--- config.mk ---
export PLATFORM = sky130hd
export DESIGN_NAME = dh_seq_ctrl
export DESIGN_NICKNAME = d
export VERILOG_FILES = /design/src/rtl/dh_seq_ctrl_pkg.sv /design/src/rtl/dh_feed_addr_gen.sv /design/src/rtl/dh_seq_ctrl.sv
export SDC_FILE = /design/constraint.sdc
export NUM_CORES = 1
export LEC_CHECK = 0
export CORE_AREA = 3 3 93 95
export DETAILED_ROUTE_END_ITERATION = 8
export DIE_AREA = 0 0 96 98
export GPL_TIMING_DRIVEN = 0
export PLACE_DENSITY = 0.82
export SETUP_SLACK_MARGIN = 0.2
export SYNTH_ARGS = -nofsm -noshare
export SYNTH_HDL_FRONTEND = slang
export SYNTH_HIERARCHICAL = 1
export SYNTH_SLANG_ARGS = --single-unit
--- constraint.sdc ---
create_clock -name clk -period 3.3 [get_ports clk]
set_input_delay 0.825 -clock clk [delete_from_list [all_inputs] [get_ports clk]]
set_output_delay 0.825 -clock clk [all_outputs]
set_load 0.1 [all_outputs]
--- src/rtl/dh_seq_ctrl_pkg.sv ---
// Shared types and constants for the Dh_cal sequencer: Hq geometry, state
// encoding and the column-major Hq RAM address helper.
package dh_pkg;

    localparam int N        = 16;
    localparam int HQ_ROWS  = 4;
    localparam int HQ_COLS  = 32;
    localparam int DH_COUNT = HQ_COLS / 2;
    localparam int ADDR_W   = 7;
    localparam int TIMEOUT  = 64;
    localparam int Q_W      = 4;
    localparam int QCNT_W   = 5;
    localparam int TMO_W    = $clog2(TIMEOUT + 1);

    typedef enum logic [2:0] {
        ST_IDLE = 3'd0,
        ST_FEED = 3'd1,
        ST_WAIT = 3'd2,
        ST_GAP  = 3'd3,
        ST_FIN  = 3'd4
    } dh_seq_state_t;

    // Column-major layout: each column occupies HQ_ROWS consecutive words.
    function automatic logic [ADDR_W-1:0] hq_addr_f(input logic [Q_W:0] col,
                                                    input logic [1:0]   row);
        return ADDR_W'(col) * ADDR_W'(HQ_ROWS) + ADDR_W'(row);
    endfunction

endpackage

--- src/rtl/dh_feed_addr_gen.sv ---
// Feed side of the Dh sequencer: element counter, Hq address generation and
// the two-stage read-enable to dh_en pipeline carrying the registered samples.
module dh_feed_addr_gen
    import dh_pkg::*;
(
    input  logic              clk,
    input  logic              rst,
    input  logic              feed,
    input  logic [Q_W-1:0]    q,
    output logic              last_rd,
    output logic              pipe_busy,
    output logic              hq_rd_en,
    output logic [ADDR_W-1:0] hq_addr,
    input  logic [N-1:0]      hq_rd_real,
    input  logic [N-1:0]      hq_rd_im,
    output logic              dh_en,
    output logic [N-1:0]      dh_in_real,
    output logic [N-1:0]      dh_in_im
);

    logic [2:0]   k_q, k_d;
    logic         rd_v_q, rd_v_d;
    logic         dh_en_q, dh_en_d;
    logic [N-1:0] re_q, re_d;
    logic [N-1:0] im_q, im_d;
    logic [Q_W:0] col;

    // k[2] selects column 2q or 2q+1, k[1:0] is the row within that column.
    always_comb begin
        k_d     = '0;
        rd_v_d  = feed;
        dh_en_d = rd_v_q;
        re_d    = re_q;
        im_d    = im_q;
        col     = {q, k_q[2]};
        if (feed) begin
            k_d = k_q + 3'd1;
        end
        if (rd_v_q) begin
            re_d = hq_rd_real;
            im_d = hq_rd_im;
        end
    end

    always_ff @(posedge clk or negedge rst) begin
        if (!rst) begin
            k_q     <= '0;
            rd_v_q  <= 1'b0;
            dh_en_q <= 1'b0;
            re_q    <= '0;
            im_q    <= '0;
        end else begin
            k_q     <= k_d;
            rd_v_q  <= rd_v_d;
            dh_en_q <= dh_en_d;
            re_q    <= re_d;
            im_q    <= im_d;
        end
    end

    assign hq_rd_en   = feed;
    assign hq_addr    = feed ? hq_addr_f(col, k_q[1:0]) : '0;
    assign last_rd    = feed && (k_q == 3'd7);
    assign pipe_busy  = rd_v_q | dh_en_q;
    assign dh_en      = dh_en_q;
    assign dh_in_real = re_q;
    assign dh_in_im   = im_q;

endmodule

--- src/rtl/dh_seq_ctrl.sv ---
// Sequencer for Dh_cal: walks a clamped range of q, feeds the eight Hq
// elements of columns 2q/2q+1 and returns each Dh_q result tagged with q.
module dh_seq_ctrl
    import dh_pkg::*;
(
    input  logic              clk,
    input  logic              rst,
    input  logic              start,
    input  logic [Q_W-1:0]    q_first,
    input  logic [QCNT_W-1:0] q_count,
    output logic              busy,
    output logic              done,
    output logic              err,
    output logic              hq_rd_en,
    output logic [ADDR_W-1:0] hq_addr,
    input  logic [N-1:0]      hq_rd_real,
    input  logic [N-1:0]      hq_rd_im,
    output logic              dh_en,
    output logic [N-1:0]      dh_in_real,
    output logic [N-1:0]      dh_in_im,
    input  logic [N-1:0]      dh_out,
    input  logic              dh_result_valid,
    output logic              res_valid,
    output logic [Q_W-1:0]    res_q,
    output logic [N-1:0]      res_data,
    output dh_seq_state_t     dbg_state
);

    dh_seq_state_t     state_q, state_d;
    logic [Q_W-1:0]    q_q, q_d;
    logic [Q_W-1:0]    q_last_q, q_last_d;
    logic [TMO_W-1:0]  tmo_q, tmo_d;
    logic              err_q, err_d;
    logic              run_q, run_d;
    logic              res_valid_q, res_valid_d;
    logic [Q_W-1:0]    res_q_q, res_q_d;
    logic [N-1:0]      res_data_q, res_data_d;

    logic [QCNT_W-1:0] room;
    logic [QCNT_W-1:0] eff;
    logic              feed;
    logic              last_rd;
    logic              pipe_busy;

    // The range never runs past q=15, so addresses stay within 0..127.
    assign room = QCNT_W'(DH_COUNT) - {1'b0, q_first};
    assign eff  = (q_count > room) ? room : q_count;
    assign feed = (state_q == ST_FEED);

    dh_feed_addr_gen u_feed (
        .clk        (clk),
        .rst        (rst),
        .feed       (feed),
        .q          (q_q),
        .last_rd    (last_rd),
        .pipe_busy  (pipe_busy),
        .hq_rd_en   (hq_rd_en),
        .hq_addr    (hq_addr),
        .hq_rd_real (hq_rd_real),
        .hq_rd_im   (hq_rd_im),
        .dh_en      (dh_en),
        .dh_in_real (dh_in_real),
        .dh_in_im   (dh_in_im)
    );

    // dh_result_valid is a single-cycle strobe with no back-pressure; it is
    // honoured only in WAIT. res_valid is a one-cycle strobe the cycle after.
    always_comb begin
        state_d     = state_q;
        q_d         = q_q;
        q_last_d    = q_last_q;
        tmo_d       = '0;
        err_d       = err_q;
        run_d       = run_q;
        res_valid_d = 1'b0;
        res_q_d     = res_q_q;
        res_data_d  = res_data_q;
        unique case (state_q)
            ST_IDLE: begin
                if (start) begin
                    if (eff == '0) begin
                        state_d = ST_FIN;
                    end else begin
                        err_d    = 1'b0;
                        q_d      = q_first;
                        q_last_d = q_first + eff[Q_W-1:0] - Q_W'(1);
                        run_d    = 1'b1;
                        state_d  = ST_FEED;
                    end
                end
            end
            ST_FEED: begin
                if (last_rd) begin
                    state_d = ST_WAIT;
                end
            end
            ST_WAIT: begin
                // Counts cycles since the last dh_en of the group.
                tmo_d = pipe_busy ? TMO_W'(1) : tmo_q + TMO_W'(1);
                if (dh_result_valid) begin
                    res_valid_d = 1'b1;
                    res_q_d     = q_q;
                    res_data_d  = dh_out;
                    state_d     = (q_q == q_last_q) ? ST_FIN : ST_GAP;
                end else if (!pipe_busy && (tmo_q == TMO_W'(TIMEOUT - 1))) begin
                    err_d   = 1'b1;
                    state_d = ST_FIN;
                end
            end
            ST_GAP: begin
                q_d     = q_q + Q_W'(1);
                state_d = ST_FEED;
            end
            ST_FIN: begin
                run_d   = 1'b0;
                state_d = ST_IDLE;
            end
            default: begin
                state_d = ST_IDLE;
            end
        endcase
    end

    always_ff @(posedge clk or negedge rst) begin
        if (!rst) begin
            state_q     <= ST_IDLE;
            q_q         <= '0;
            q_last_q    <= '0;
            tmo_q       <= '0;
            err_q       <= 1'b0;
            run_q       <= 1'b0;
            res_valid_q <= 1'b0;
            res_q_q     <= '0;
            res_data_q  <= '0;
        end else begin
            state_q     <= state_d;
            q_q         <= q_d;
            q_last_q    <= q_last_d;
            tmo_q       <= tmo_d;
            err_q       <= err_d;
            run_q       <= run_d;
            res_valid_q <= res_valid_d;
            res_q_q     <= res_q_d;
            res_data_q  <= res_data_d;
        end
    end

    // run_q distinguishes FIN reached from a real run (busy) from a zero-count run.
    assign busy      = (state_q == ST_FEED) || (state_q == ST_WAIT) ||
                       (state_q == ST_GAP)  || ((state_q == ST_FIN) && run_q);
    assign done      = (state_q == ST_FIN);
    assign err       = err_q;
    assign res_valid = res_valid_q;
    assign res_q     = res_q_q;
    assign res_data  = res_data_q;
    assign dbg_state = state_q;

endmodule

[Word level (Yosys, flattened, before mapping)]
Cells that the tools add are included.
Word-level totals
  register bits: 78
  output and inout port bits: 68
  logic and storage cells: 80
Cells by class
  add/sub/neg operators: 7
  order comparisons: 1
  eq/ne operators: 13
  mux-type cells: 25
  bitwise operators: 2
  reductions and logical operators: 18
Operators by type and width (number)
  3-bit two-way mux: 7
  7-bit two-way mux: 3
  3-bit case mux with 4 select lines: 1
  3-bit AND reduction: 4
  2-bit inequality test (second input constant): 5
  1-bit two-way mux: 8
  4-bit two-way mux: 2
  4-bit case mux with 2 select lines: 1
  7-bit by 1-bit adder with 7-bit output (second input constant): 1
  7-bit by 2-bit adder with 7-bit output: 1
  7-bit by 6-bit == test with 1-bit output (second input constant): 1
  3-bit by 2-bit == test with 1-bit output (second input constant): 2
  3-bit == test (second input constant): 2
  2-bit nonzero test: 3
  5-bit > comparator: 1
  5-bit logical NOT: 1
  5-bit two-way mux: 1
  5-bit AND reduction: 1
  5-bit by 4-bit subtractor with 5-bit output (first input constant): 1
  4-bit by 1-bit adder with 4-bit output (second input constant): 1
  4-bit adder: 1
  4-bit == test: 1
  1-bit case mux with 2 select lines: 2
  4-bit by 1-bit subtractor with 4-bit output (second input constant): 1
  10 further kinds: 14

[Depth between registers and ports, before layout]
Gate-level depths: netlist of the first run.
  depth after elaboration: 7
  gate-level depth with buffers: 18
  mapped depth without buffers: 17

[Cells and area by module]
The synthesis of the first run kept the hierarchy.
Modules (own cells, without submodules)
  dh_seq_ctrl: instances 1, cells each 205, area each 2169.6 µm², sequential area each 1026.0 µm²
  dh_feed_addr_gen: instances 1, cells each 89, area each 1577.8 µm², sequential area each 925.9 µm²

[Worst setup path before layout of the first run]
No wires, ideal clock.
  kind: register to output
  start point: register state_q[0] (netlist: dbg_state[0])
  end point: output busy
  arrival: 3.323 ns
  path slack: -0.848 ns
  cell stages (with the launch flop): 3
  cells stage by stage: dfrtp_1 -> nor2_1 -> o21ai_0
On the way
  longest elaborated chain between the ends: 4
  elaborated cells on any way between the ends: 8
  those cells by class: eq/ne: 4; reduce/logical: 4
Ends and longest elaborated chain
  from (decl): line dh_seq_ctrl.sv:29  | dh_seq_state_t state_q, state_d;
  from (signal assigned): line dh_seq_ctrl.sv:136  | state_q <= state_d;
  3-bit by 1-bit == test with 1-bit output / 3-bit by 2-bit == test with 1-bit output (equally long branches): line dh_seq_ctrl.sv:149  | assign busy = (state_q == ST_FEED) || (state_q == ST_WAIT) ||
  1-bit logical OR (2 in series): line dh_seq_ctrl.sv:149
  1-bit logical OR (*): line dh_seq_ctrl.sv:150  | (state_q == ST_GAP) || ((state_q == ST_FIN) && run_q);
  to (decl): line dh_seq_ctrl.sv:11  | output logic busy,
Mark *: on every way between the ends. The rest lies on a longest branch, timed or not.

[Final worst setup path of the first run]
  start point: input q_first[1]
  end point: register q_last_q[3]
On the way
  longest elaborated chain between the ends: 6
  elaborated cells on any way between the ends: 8
  those cells by class: add/sub: 3; order compare: 1; mux: 1; bitwise: 1; reduce/logical: 2
Ends and longest elaborated chain
  from (decl): line dh_seq_ctrl.sv:9  | input logic [Q_W-1:0] q_first,
  branches (longest 6 deep; another with 5-bit by 4-bit subtractor with 5-bit output)
  to (signal assigned): line dh_seq_ctrl.sv:138  | q_last_q <= q_last_d;
  to (decl): line dh_seq_ctrl.sv:31  | logic [Q_W-1:0] q_last_q, q_last_d;
Parallel ways; which one is timed is not known.
A chain may end at the register's enable or synchronous reset.

==> summary.md, run 1 <==
| Metric | Value |
|---|---|
| DP Wirelength | `6780 um` |
| CTS sink cnt | `78` |
| Fmax | `295 MHz` |
| Synth Flop Type | `dfrtp_1` |
| Synth Warn # | `6` |
| Synth top area cells | `dfrtp_1 (52%), mux2_4 (12%), mux2_2 (7.2%)` |
| Initial Util | `0.480` |
| Grt ovf | `0` |
| Cell Chain, Critical Path | `buf_12 > inv_12 > ha_4 > inv_1 > ha_4 > and4_4 > nand2b_4 > a22o_1 > buf_6 > nor2_4 > a21oi_2 > ha_1 > inv_2 > ha_4 > inv_2 > fa_2 > xnor2_2 > xnor2_1 > o21ai_1` |
| Post-placement cell count | `525` |
| CP dominant cell by count | `ha_4` |
| Synth top area share | `0.521` |
| Vias in the first global route | `2840` |
| Vias | `2781` |
| Worst relative slew slack | `0.314` |
| Max clock buf depth | `2` |
| Max stage delay on crit path | `340 ps` |
| Worst EP required | `3530 ps` |
| Routed WL | `9090 um` |
| Met3 Use GR | `0.0601` |
| Met1 Use GR | `0.228` |
| Final Max Tran Viols | `0` |
| Most common cell in the netlist | `dfrtp_1` |
| Clock Skews | `7.12 ps` |
| M2 GR Usage | `0.339` |
| First-pass GRT wire length | `14300 um` |
| Startpoint Class | `input pin` |
| CTS Buf Count | `9` |
| Synth Cell Area | `3750 um^2` |
| Initial antenna violation count | `1` |
| Clk Latency, worst-skew pair | `340 ps` |
| Setup CP Type | `in2reg` |
| Crit-path max FO | `6` |
| Async SR Flop Fraction | `1.00` |
| Number of synthesized flops with an enable pin | `0` |
| H-tree levels | `3` |
| Detail Route Antenna Nets | `0` |
| FP Rows | `32` |
| Antenna Cells | `0` |
| RSZ-0062 raised after global routing | `yes` |
| Reg clk slew, reported paths | `80 ps` |
| Avg Cell Area, Syn | `12.7 um^2` |
| Min cycle time layout | `3390 ps` |
| Worst Hold Class | `in2async` |
| Root cell of the clock tree | `clkbuf_8` |
| Die height | `98 um` |
| 1st-pass router iterations | `4` |
| Grt peak-use layer | `met2` |
| Outcome | `finished, violations left` |
| Initial detailed-routing violation count | `61` |
| Final setup fails | `1` |
| DIE WIDTH | `96 um` |
| Fin worst setup slack | `-93.6 ps` |
| Synthesized flop and latch total | `78` |
| Critical path arrival | `3630 ps` |
| CTS tree | `built` |
| Routability cong. | `0.862` |
| Mapped Nets | `370` |
| Final Non-Filler Cells | `554` |
| Io pins | `129` |
| Violated checks | `negative setup slack` |
| Final net count | `523` |
| Largest net degree at the start of global routing | `57` |
| Synth unique cells | `45` |
| Drt wl/cell | `16.4 um` |
| Tcrit/Tclk final | `1.03` |
| Core area | `7810 um^2` |
| Worst slew pin tran | `1030 ps` |
| Area delta synth->final | `51.1%` |
| Via density | `5.02` |
| Hold Vio Cnt, Final | `0` |
| PortBufs | `128` |
| Max Cap Viol | `0` |
| GRT Resource Usage Total | `0.196` |
| Die ar. | `9410 um^2` |
| Register area share after synthesis | `0.521` |
| Drt drc | `0` |
| Largest area contributor in the netlist | `dfrtp_1` |
| Critical path's slowest cell | `fa_2` |
| Core Util, Final | `0.725` |
| Fillers | `563` |
| Most frequent cells after synthesis | `dfrtp_1 (78), mux2_4 (29), mux2_2 (24), nor2_1 (21), ha_1 (14)` |
| CP Capture Type | `register` |
| Share of layout cells above drive strength 1 | `0.308` |
| Gate Count Post-Synth | `294` |
## cell usage in the layout, fill, tap and decap left out, types with 3 or more instances in the layout
master             n
ha_4               6
inv_1              9
ha_1               7
buf_4             22
mux2_4            30
nand2_1           12
and2_1             4
clkbuf_1           4
buf_2              4
xor2_1             3
clkdlybuf4s50_1  109
nand3_1            9
nor2_1            19
buf_6              4
dlygate4sd2_1      3
and2_2             7
clkbuf_8           9
o21ai_0            5
dfrtp_1           78
o21ai_1            4
a21oi_1            9
mux2_2            23
buf_12             5
clkinv_2           3
xnor2_1            7
## sequential cells by signal (all words and copies together), names as in the netlist, 3 cells and up
| register | flops |
|---|---|
| dbg_state | 3 |
| q_q | 4 |
| res_data | 16 |
| u_feed/dh_in_real | 16 |
| tmo_q | 7 |
| res_q | 4 |
| q_last_q | 4 |
| u_feed/k_q | 3 |
| u_feed/dh_in_im | 16 |
## stage by stage
stage	hold slack (ps)	setup slack, ps	cell area (um^2)	TNS [ps]
floorplan	374	-301	3830	-534
global placement	381	-1260	5240	-105810
global route	375	-176	5660	-186
detailed placement	391	-1350	5270	-8840
CTS	369	-71.5	5580	-71.5
finish	378	-93.6	5660	-93.6
## kinds of logic (layout without fill, tap and decap cells)
logic type,count (synthesis),count (layout),share of synthesized area
AO/OA/AOI/OAI,34,34,0.0598
XOR/XNOR,13,13,0.0304
adder cells (fa/ha/maj),15,15,0.0521
buffers and inverters,27,185,0.0471
flip-flops,78,78,0.521
multiplexers,54,54,0.191
AND/OR/NAND/NOR,73,73,0.0988
## worst paths after layout
path,startpoint,to,slack (ps),cells after the start
worst max register to register,dbg_state[1],dbg_state[2],1320,9
worst max-delay path,q_first[1],q_last_q[3],-90,19
max in group asynchronous,rst,u_feed/dh_in_im[13],2360,2
min in group clk,u_feed/dh_en_d,u_feed/dh_en,410,0
worst min-delay path,rst,res_data[13],380,1
worst min register to register,u_feed/dh_en_d,u_feed/dh_en,410,0
## layout make-up
type,count,area (um^2),area share
Sequential cell,78,1950,0.345
Multi-Input combinational cell,189,1780,0.315
Timing Repair Buffer,142,1400,0.247
Buffer,14,135,0.0239
Clock buffer,10,128,0.0225
Tap cell,102,128,0.0225
Inverter,13,73.8,0.0130
Clock inverter,6,62.6,0.0111
## routing by layer
metal	share of wire	vias up
met5	0.0014	-
met4	0.019	2
met3	0.078	19
met2	0.51	99
met1	0.39	1331
li1	-	1330
## worst max-delay path: cells and delay by family
family / cells / cell delay, ps
compound gates: 3 / 310
buf+inv: 6 / 500
xor+xnor: 2 / 290
fa+ha+maj: 5 / 1310
simple gates: 3 / 380
## repair_timing
action | 4_1_cts | 5_1_grt
resized for setup | 84 | 15
hold buffers | 0 | 0
pin swaps | 16 | 8
endpoints found under the setup margin | 22 | 10
setup buffers | 11 | 2
Power of run 1 is not shown: default switching activity piles up to over one toggle a cycle in this logic, so the estimate is an artifact.
==> inputs of run 2 (changes only) <==
--- a/config.mk
+++ b/config.mk
@@ -5,11 +5,12 @@
 export SDC_FILE = /design/constraint.sdc
 export NUM_CORES = 1
 export LEC_CHECK = 0
+export ABC_CLOCK_PERIOD_IN_PS = 3300
 export CORE_AREA = 3 3 93 95
 export DETAILED_ROUTE_END_ITERATION = 8
 export DIE_AREA = 0 0 96 98
 export GPL_TIMING_DRIVEN = 0
-export PLACE_DENSITY = 0.82
+export PLACE_DENSITY = 0.86
 export SETUP_SLACK_MARGIN = 0.2
 export SYNTH_ARGS = -nofsm -noshare
 export SYNTH_HDL_FRONTEND = slang
==> run 2 against run 1 <==
Effect of this change:
- the flow still finishes with violations (negative setup slack)
- global-route usage up 0.50 points
- via count up 1.3%
- cell count up 0.36%
- critical path type unchanged
- critical endpoint unchanged
- first-iteration DRC count up 84%
==> summary.md, run 2 (synthesis gave the netlist of run 1 again) <==
| Metric | Value |
|---|---|
| Routability cong. | `0.850 (-1.3%)` |
| Via density | `5.06 (+0.89%)` |
| GRT Resource Usage Total | `0.201 (+0.00505)` |
| Outcome | `finished, violations left` |
| CP Capture Type | `register` |
| Clk Latency, worst-skew pair | `350 ps (about the same)` |
| Critical path's slowest cell | `fa_2` |
| CTS sink cnt | `78 (unchanged)` |
| Tcrit/Tclk final | `1.02 (-0.0112)` |
| CTS tree | `built` |
| Routed WL | `9320 um (+2.6%)` |
| Min cycle time layout | `3360 ps (-37.1 ps)` |
| Worst r2r path cells | `9 (unchanged)` |
| Cell Chain, Critical Path | `buf_12 > inv_12 > ha_4 > nand3b_1 > ha_4 > and4_4 > nand2b_4 > a22o_1 > buf_6 > nor2_4 > a21oi_2 > ha_1 > inv_2 > ha_4 > inv_2 > fa_2 > xnor2_2 > xnor2_1 > o21ai_1` |
| Drt wl/cell | `16.8 um (+2.3%)` |
| Die height | `98 um (unchanged)` |
| Share of layout cells above drive strength 1 | `0.317 (+0.00966)` |
| Hold Vio Cnt, Final | `0 (unchanged)` |
| Reg2Reg Setup Slack | `1210 ps (-110 ps)` |
| Initial antenna violation count | `0 (-1)` |
| Fillers | `528 (-6.2%)` |
| Max clock buf depth | `2 (unchanged)` |
| Startpoint Class | `input pin` |
| Setup CP Type | `in2reg` |
| Fmax | `298 MHz (+1.1%)` |
| Final Max Tran Viols | `0 (unchanged)` |
| Worst r2r src | `dbg_state[1]` |
| DIE WIDTH | `96 um (unchanged)` |
| Vias | `2816 (+1.3%)` |
| Most common cell after layout, fill and taps aside | `clkdlybuf4s50_1` |
| Detail Route Antenna Nets | `0 (unchanged)` |
| Die ar. | `9410 um^2 (unchanged)` |
| Core area | `7810 um^2 (unchanged)` |
| Worst EP required | `3540 ps (about the same)` |
| R2r endpoint | `dbg_state[2]` |
| Initial detailed-routing violation count | `112 (+84%)` |
| Fin worst setup slack | `-56.5 ps (+37.1 ps)` |
| Clock Skews | `7.11 ps (-0.0101 ps)` |
| Antenna Cells | `0 (unchanged)` |
| Root cell of the clock tree | `clkbuf_8` |
| Drt drc | `0 (unchanged)` |
| Commonest cells after routing, fill and taps aside | `clkdlybuf4s50_1 (111), dfrtp_1 (78), mux2_4 (30), buf_4 (23), mux2_2 (23)` |
| Max Cap Viol | `0 (unchanged)` |
| Crit-path max FO | `7 (+1)` |
| Multi-input combinational cell area | `1780 um^2 (-0.21%)` |
| Largest net degree at the start of global routing | `60 (+5.3%)` |
| 1st-pass router iterations | `4 (unchanged)` |
| Worst Hold Class | `in2async` |
| Io pins | `129 (unchanged)` |
| PortBufs | `128 (unchanged)` |
| H-tree levels | `3 (unchanged)` |
| Area delta synth->final | `52.7%` |
| CTS Buf Count | `9 (unchanged)` |
| Initial Util | `0.480 (unchanged)` |
| Worst relative slew slack | `0.321 (+0.00657)` |
| Register area | `1950 um^2 (unchanged)` |
| Post-placement cell count | `525 (unchanged)` |
| Final setup fails | `1 (unchanged)` |
| Reg clk slew, reported paths | `80 ps (about the same)` |
| Final Non-Filler Cells | `556 (+0.36%)` |
| Final net count | `525 (+0.38%)` |
| Worst slew pin tran | `1020 ps (-9.82 ps)` |
| Max stage delay on crit path | `340 ps (about the same)` |
| RSZ-0062 raised after global routing | `yes` |
| FP Rows | `32 (unchanged)` |
| Setup_tns | `-56.5 ps (+37.1 ps)` |
| CP dominant cell by count | `ha_4` |
| Critical path arrival | `3590 ps (-40 ps)` |
| Violated checks | `negative setup slack` |
| First-pass GRT wire length | `14700 um (+2.6%)` |
| Pre-CTS setup slack | `-1290 ps (+52.5 ps)` |
| DP Wirelength | `6850 um (+0.94%)` |
| Vias in the first global route | `3004 (+5.8%)` |
| Grt ovf | `0 (unchanged)` |
## run 2: cell count changes in the layout (fill, tap and decap cells not counted), sizes merged
| cell | delta |
|---|---|
| buf | +2 |
| dlymetal6s2s | -1 |
| bufinv | +1 |
| clkinv | -3 |
| clkdlybuf4s50 | +2 |
| clkinvlp | +1 |
## run 2: area by class of cell
type / instances / share of cell area
clock buffer: 11 / 0.0265
tap: 102 / 0.0223
buffer: 14 / 0.0236
inverter: 13 / 0.0129
timing repair buffer: 144 / 0.248
sequential: 78 / 0.341
clock inverter: 5 / 0.0142
multi-input combinational: 189 / 0.311
## run 2: stage by stage
step | utilization | cell area (um^2) | hold WS [ps]
2_1_floorplan | - | 3830 | 374
3_3_place_gp | 0.671 | 5240 | 380
6_report | 0.733 | 5720 | 355
3_5_place_dp | 0.674 | 5270 | 393
4_1_cts | 0.723 | 5650 | 346
5_1_grt | 0.733 | 5720 | 358
## run 2: what timing repair did
item,4_1_cts,5_1_grt
pin swaps,17,6
buffers inserted,10,5
setup endpoints to repair,22,9
hold buffers,0,0
gates resized for setup,90,9
## run 2: metal layers
metal / routed length [um] / global-route usage
met5: 0 / 0
met4: 171 / 0.0646
met3: 790 / 0.0516
met2: 4890 / 0.366
met1: 3470 / 0.222
## run 2: worst max-delay path by stage
stage / start / end / slack [ps] / cells after the start
after floorplan: q_first[0] / q_last_q[3] / -300 / 18
after global placement: q_first[0] / q_last_q[3] / -1230 / 19
after detailed placement: q_first[0] / q_last_q[3] / -1290 / 19
after CTS: q_first[0] / q_last_q[3] / -30 / 19
after global routing: q_count[2] / q_last_q[3] / -200 / 16
final: q_first[0] / q_last_q[3] / -60 / 19
## run 2: critical path, delay by kind of cell
| kind | cells | cell delay, ps |
|---|---|---|
| adder cells (fa/ha/maj) | 5 | 1230 |
| AND/OR/NAND/NOR | 4 | 550 |
| buffers and inverters | 5 | 400 |
| AO/OA/AOI/OAI | 3 | 310 |
| XOR/XNOR | 2 | 270 |
Power of run 2 is left out for the same reason.
==> inputs of run 3 (changes only) <==
--- a/config.mk
+++ b/config.mk
@@ -7,6 +7,7 @@
 export LEC_CHECK = 0
 export ABC_CLOCK_PERIOD_IN_PS = 3300
 export CORE_AREA = 3 3 93 95
+export CTS_CLUSTER_DIAMETER = 50
 export DETAILED_ROUTE_END_ITERATION = 8
 export DIE_AREA = 0 0 96 98
 export GPL_TIMING_DRIVEN = 0
==> results of run 3 <==
No change in the layout: final DEF, timing and power equal those of run 2.
Power of run 3 is left out for the same reason.
